**src/rtl/store_write_buffer.sv**
```systemverilog
// Store buffer: queues LSU stores and issues them one at a time to the AXI write master.
// Flags loads hitting a pending store's 8-byte word and latches a sticky write error.
module store_write_buffer #(
    parameter int DEPTH  = 4,
    parameter int ADDR_W = 32,
    parameter int DATA_W = 64,
    parameter int ID_W   = 4,
    parameter int WR_ID  = 1
) (
    input  logic                     clk,
    input  logic                     reset_n,
    input  logic                     st_valid,
    output logic                     st_ready,
    input  logic [ADDR_W-1:0]        st_addr,
    input  logic [DATA_W-1:0]        st_data,
    input  logic [1:0]               st_size,
    input  logic [ADDR_W-1:0]        ld_addr,
    output logic                     ld_conflict,
    output logic                     wm_aw_valid,
    input  logic                     wm_ready,
    output logic [ID_W-1:0]          wm_id,
    output logic [ADDR_W-1:0]        wm_addr,
    output logic [7:0]               wm_len,
    output logic [1:0]               wm_size,
    output logic [DATA_W-1:0]        wm_data,
    input  logic [1:0]               wm_resp,
    output logic [$clog2(DEPTH):0]   count,
    output logic                     empty_idle,
    output logic                     bw_err,
    input  logic                     err_clr
);

    localparam int PW = $clog2(DEPTH);

    typedef enum logic [1:0] {
        S_IDLE,
        S_ISSUE,
        S_WAIT
    } state_t;

    state_t state_q, state_d;

    logic [PW:0]         wr_ptr, rd_ptr;
    logic [ADDR_W-1:0]   addr_q [DEPTH];
    logic [1:0]          size_q [DEPTH];
    logic [DATA_W-1:0]   data_q [DEPTH];

    logic                full, empty, push, pop;
    logic [PW-1:0]       head, off;
    logic [5:0]          shamt;
    logic [DATA_W-1:0]   st_shifted;
    logic                unused_ld_low;

    assign full  = (wr_ptr[PW-1:0] == rd_ptr[PW-1:0]) &&
                   (wr_ptr[PW] != rd_ptr[PW]);
    assign empty = (wr_ptr == rd_ptr);
    assign count = wr_ptr - rd_ptr;
    assign head  = rd_ptr[PW-1:0];

    assign st_ready = !full;
    assign push     = st_valid && st_ready;

    // Data is stored already lane-aligned; bytes past the top lane are dropped.
    assign shamt      = {st_addr[2:0], 3'b000};
    assign st_shifted = st_data << shamt;

    assign wm_id   = ID_W'(WR_ID);
    assign wm_len  = 8'd0;
    assign wm_addr = addr_q[head];
    assign wm_size = size_q[head];
    assign wm_data = data_q[head];

    assign empty_idle    = empty && (state_q == S_IDLE);
    assign unused_ld_low = ^ld_addr[2:0];

    always_ff @(posedge clk) begin
        if (push) begin
            addr_q[wr_ptr[PW-1:0]] <= st_addr;
            size_q[wr_ptr[PW-1:0]] <= st_size;
            data_q[wr_ptr[PW-1:0]] <= st_shifted;
        end
    end

    always_ff @(posedge clk) begin
        if (!reset_n) begin
            wr_ptr  <= '0;
            rd_ptr  <= '0;
            state_q <= S_IDLE;
            bw_err  <= 1'b0;
        end else begin
            state_q <= state_d;
            if (push) wr_ptr <= wr_ptr + 1'b1;
            if (pop)  rd_ptr <= rd_ptr + 1'b1;
            if (pop && (wm_resp != 2'b00))
                bw_err <= 1'b1;
            else if (err_clr)
                bw_err <= 1'b0;
        end
    end

    always_comb begin
        state_d     = state_q;
        wm_aw_valid = 1'b0;
        pop         = 1'b0;
        unique case (state_q)
            S_IDLE: begin
                if (!empty && wm_ready) state_d = S_ISSUE;
            end
            S_ISSUE: begin
                wm_aw_valid = 1'b1;
                if (wm_ready) state_d = S_WAIT;
            end
            S_WAIT: begin
                if (wm_ready) begin
                    pop     = 1'b1;
                    state_d = S_IDLE;
                end
            end
            default: state_d = S_IDLE;
        endcase
    end

    // Slot i is occupied when its distance from the head is below count.
    always_comb begin
        ld_conflict = 1'b0;
        off         = '0;
        for (int i = 0; i < DEPTH; i++) begin
            off = PW'(i) - head;
            if (({1'b0, off} < count) &&
                (addr_q[i][ADDR_W-1:3] == ld_addr[ADDR_W-1:3]))
                ld_conflict = 1'b1;
        end
    end

endmodule

```
**config.mk**
```make
export PLATFORM = sky130hd
export DESIGN_NAME = store_write_buffer
export DESIGN_NICKNAME = d
export VERILOG_FILES = /design/src/rtl/store_write_buffer.sv
export SDC_FILE = /design/constraint.sdc
export NUM_CORES = 1
export LEC_CHECK = 0
export BUFFER_PORTS_ARGS = -buffer_cell sky130_fd_sc_hd__clkbuf_2
export CAP_MARGIN = 20
export CORE_UTILIZATION = 35
export CTS_CLUSTER_DIAMETER = 30
export DETAILED_ROUTE_END_ITERATION = 6
export PLACE_DENSITY = 0.57
export SLEW_MARGIN = 20
export SYNTH_ARGS = -nofsm -noshare
export SYNTH_HDL_FRONTEND = slang
export SYNTH_SLANG_ARGS = --single-unit
```
**constraint.sdc**
```tcl
create_clock -name clk -period 10.9 [get_ports clk]
set_input_delay 1.635 -clock clk [delete_from_list [all_inputs] [get_ports clk]]
set_output_delay 1.635 -clock clk [all_outputs]
set_load 0.005 [all_outputs]
```
==> summary.md <==
| Metric | Value |
|---|---|
| Class of the worst hold path | `reg2reg` |
| Synthesized instance count | `between 1,000 and 1,500` |
| Commonest non-fill, non-tap cell in the layout | `edfxtp_1` |
| WS Path Type | `reg2out` |
| Worst relative slew slack | `0.301` |
| Post-CTS Resized | `0` |
| Int Pwr | `about 3.9 mW` |
| Gr ovfl total | `0` |
| Reg clk slew, reported paths | `approximately 0.050 ns` |
| GRT Total Usage | `0.180` |
| Synth unique cells | `36` |
| Sequential area share after synthesis | `0.660` |
| Setup violators final | `0` |
| Die ar. | `around 53,000 sq um` |
| Cell at the root of the clock tree | `clkbuf_16` |
| Vias post-DR | `10,500` |
| Switch Pwr | `1.14 mW` |
| Crit-path most repeated cell | `buf_4` |
| DP Worst Slack | `between 5 and 6 ns` |
| Core area | `roughly 50,000 sq um` |
| Initial core utilization | `0.354` |
| Delay-heaviest family, CP | `buffers and inverters` |
| DR vias/cell | `between 5 and 6` |
| Sequential share of power | `0.360` |
| Yosys top cell area share | `0.648` |
| CTS tree | `done` |
| Setup Skew | `around 0.025 ns` |
| Post-Syn Area | `18,200 sq um` |
| Synthesized flop and latch total | `403` |
| 1st-iter DRT viols | `around 700` |
| Outcome | `complete, no violations` |
| Layout cells sized above 1 | `0.368` |
| Most frequent cells in the layout | `392 x edfxtp_1, 237 x clkbuf_2, 120 x xnor2_1` |
| Register Area | `12,000 sq um` |
| Gate power share | `0.073` |
| CP endpoint kind | `output port` |
| RePlAce Congestion | `between 0.8 and 0.9` |
| Post-synth top area cell | `edfxtp_1` |
| Multi-input gate area | `between 5000 and 6000 sq um` |
| Worst Path Required | `9.27 ns` |
| Row cnt | `83` |
| Final Instance Count excl. Fillers | `about 2,100` |
| Area Overhead vs Synth | `27.6%` |
| Cells after DPL | `about 1,900` |
| Slowest CP cell | `dfxtp_4` |
| Setup_tns | `0 ns` |
| Post-synth EDFFs | `approximately 390` |
| Top Ports | `between 200 and 300` |
| Post-DR wirelength/cell | `between 20 and 25 um` |
| Clock sink total | `~400` |
| Pre-antenna DRT Iters | `5` |
| Least-Margin Pin Slew | `between 1 and 1.5 ns` |
| # fillers | `around 4,500` |
| Critical path, cell by cell | `buf_4, buf_4, mux4_2, clkbuf_2` |
| Setup Fix Bufs, Post-CTS | `0` |
| Min Tclk post-route | `between 5 and 6 ns` |
| Total routed wirelength | `47.3 mm` |
| Final hold slack | `about 0.58 ns` |
| H-Tree Level Count | `3` |
| Post-route cell area | `about 23,000 sq um` |
| Final hold violations | `0` |
| Port buffer count | `approximately 240` |
| Slew Limit Fails | `0` |
| Reg2reg setup slack | `about 7.7 ns` |
| Power per cell area | `approximately 220 nW/um^2` |
| Yosys Warn Count | `0` |
| Largest net degree at the start of global routing | `between 70 and 80` |
| Switching Share | `0.225` |
| CP max stage delay | `just under 0.8 ns` |
| Clock buffer depth | `3` |
| Fraction of registers with async set/reset | `0` |
| LEAKAGE | `between 8 and 9 nW` |
| Dominant synthesized flop cell | `edfxtp_1` |
| Crit path arrival time | `3.72 ns` |
| Vias in the first global route | `around 11,000` |
| Post-route ant nets | `0` |
| Maxcap violations | `0` |
| Final worst slack | `5.54 ns` |
| Period utilisation layout | `0.492` |
| Max Freq | `187 MHz` |
| Critical path buffer and inverter count | `3` |
| Clk network pwr share | `0.568` |
| Die Ht | `~230 um` |
| Post-layout power | `roughly 5.1 mW` |
| Max VDD drop | `~0.00012 V` |
| Placed cell areas | `~20,000 sq um` |
| Critical path startpoint category | `register` |
| RSZ-0062 raised after global routing | `false` |
| DIE WIDTH | `230 um` |
| Ranking of synthesized cells by area | `edfxtp_1 65%, mux4_2 12%, xnor2_1 5.8%` |
| Maximum fanout along the worst path | `37` |
| Post-route DRC violation count | `0` |
| Core Util, Final | `0.452` |
| CTS Buf Count | `90` |
| Hold_buf cts | `0` |
| Clk_lat worst skew | `approximately 0.62 ns` |
| Initial antenna violation count | `5` |
| DP HPWL | `31.6 mm` |
| Nets | `~1,500` |
| Syn_area_per_cell | `16.8 sq um` |
| First-pass GRT wire length | `69.9 mm` |
==> metal layers <==
layer  global-route usage  vias to the layer above  wire length [um]
met5                    0                        -                48
met4               0.0637                        6              1030
met3               0.0574                       73              3640
met2                0.287                      367             22900
met1                0.230                     5312             19700
li1                     -                     4745                 -
==> worst min-delay path, delay by kind of cell (launching register included) <==
family	cells	cell delay (ns)
flops	1	0.35
simple gates	1	0.07
compound gates	1	0.11
==> area by class of cell <==
cell class / count / share of cell area
Sequential cell: 403 / 0.517
Timing Repair Buffer: 251 / 0.0557
Clock buffer: 102 / 0.0990
Antenna cell: 1 / 0.000108
Tap cell: 680 / 0.0367
Multi-Input combinational cell: 583 / 0.247
Inverter: 12 / 0.00194
Clock inverter: 65 / 0.0421
==> sequential cells by signal, indices dropped and copies added (netlist names), named ones only <==
name	flops
rd_ptr	3
data_q	256
addr_q	128
bw_err	1
state_q	2
size_q	8
wr_ptr	3
==> cells by family after synthesis <==
family | share of synthesized area
AOI/OAI and AO/OA | 0.0288
xor gates and xnor gates | 0.0596
adders and majority gates | 0.0101
buffers and inverters | 0.0273
DFF | 0.660
muxes | 0.168
other | 0.000413
and+or+nand+nor | 0.0464
==> power by group through the flow <==
stage          Clock, mW  Sequential (mW)  Combinational (mW)
5_1_grt             3.00             1.83               0.402
3_3_place_gp           0             1.85               0.373
2_1_floorplan          0             1.85               0.216
4_1_cts             2.92             1.82               0.378
6_report            2.88             1.82               0.368
3_5_place_dp           0             1.85               0.377
==> Yosys cell counts (2+ instances only) <==
master / number
nor4_1: 9
ha_1: 13
conb_1: 2
edfxtp_1: 392
o22ai_1: 17
nor2b_1: 18
nand3b_1: 6
mux2_2: 16
xnor2_1: 120
a21oi_1: 23
buf_4: 20
nand4_1: 25
clkbuf_1: 47
nand3_1: 10
nor2_1: 41
inv_1: 11
buf_2: 21
o21ai_0: 32
nand2_1: 36
mux4_2: 98
xor2_2: 2
a211oi_1: 12
mux2i_1: 66
nand2b_1: 2
buf_1: 5
and2_1: 17
dfxtp_1: 11
==> path summary, 6_finish.rpt <==
path,startpoint,end,cells past startpoint
hold reg to reg,rd_ptr[1]$_SDFFE_PN0P_,register,2
hold / removal,rd_ptr[1]$_SDFFE_PN0P_,register,2
setup reg to reg,wr_ptr[0]$_SDFFE_PN0P_,data_q[2][33]$_DFFE_PP_,5
setup / recovery,register,wm_data[41],4
Power figures use the tool's default switching activity.
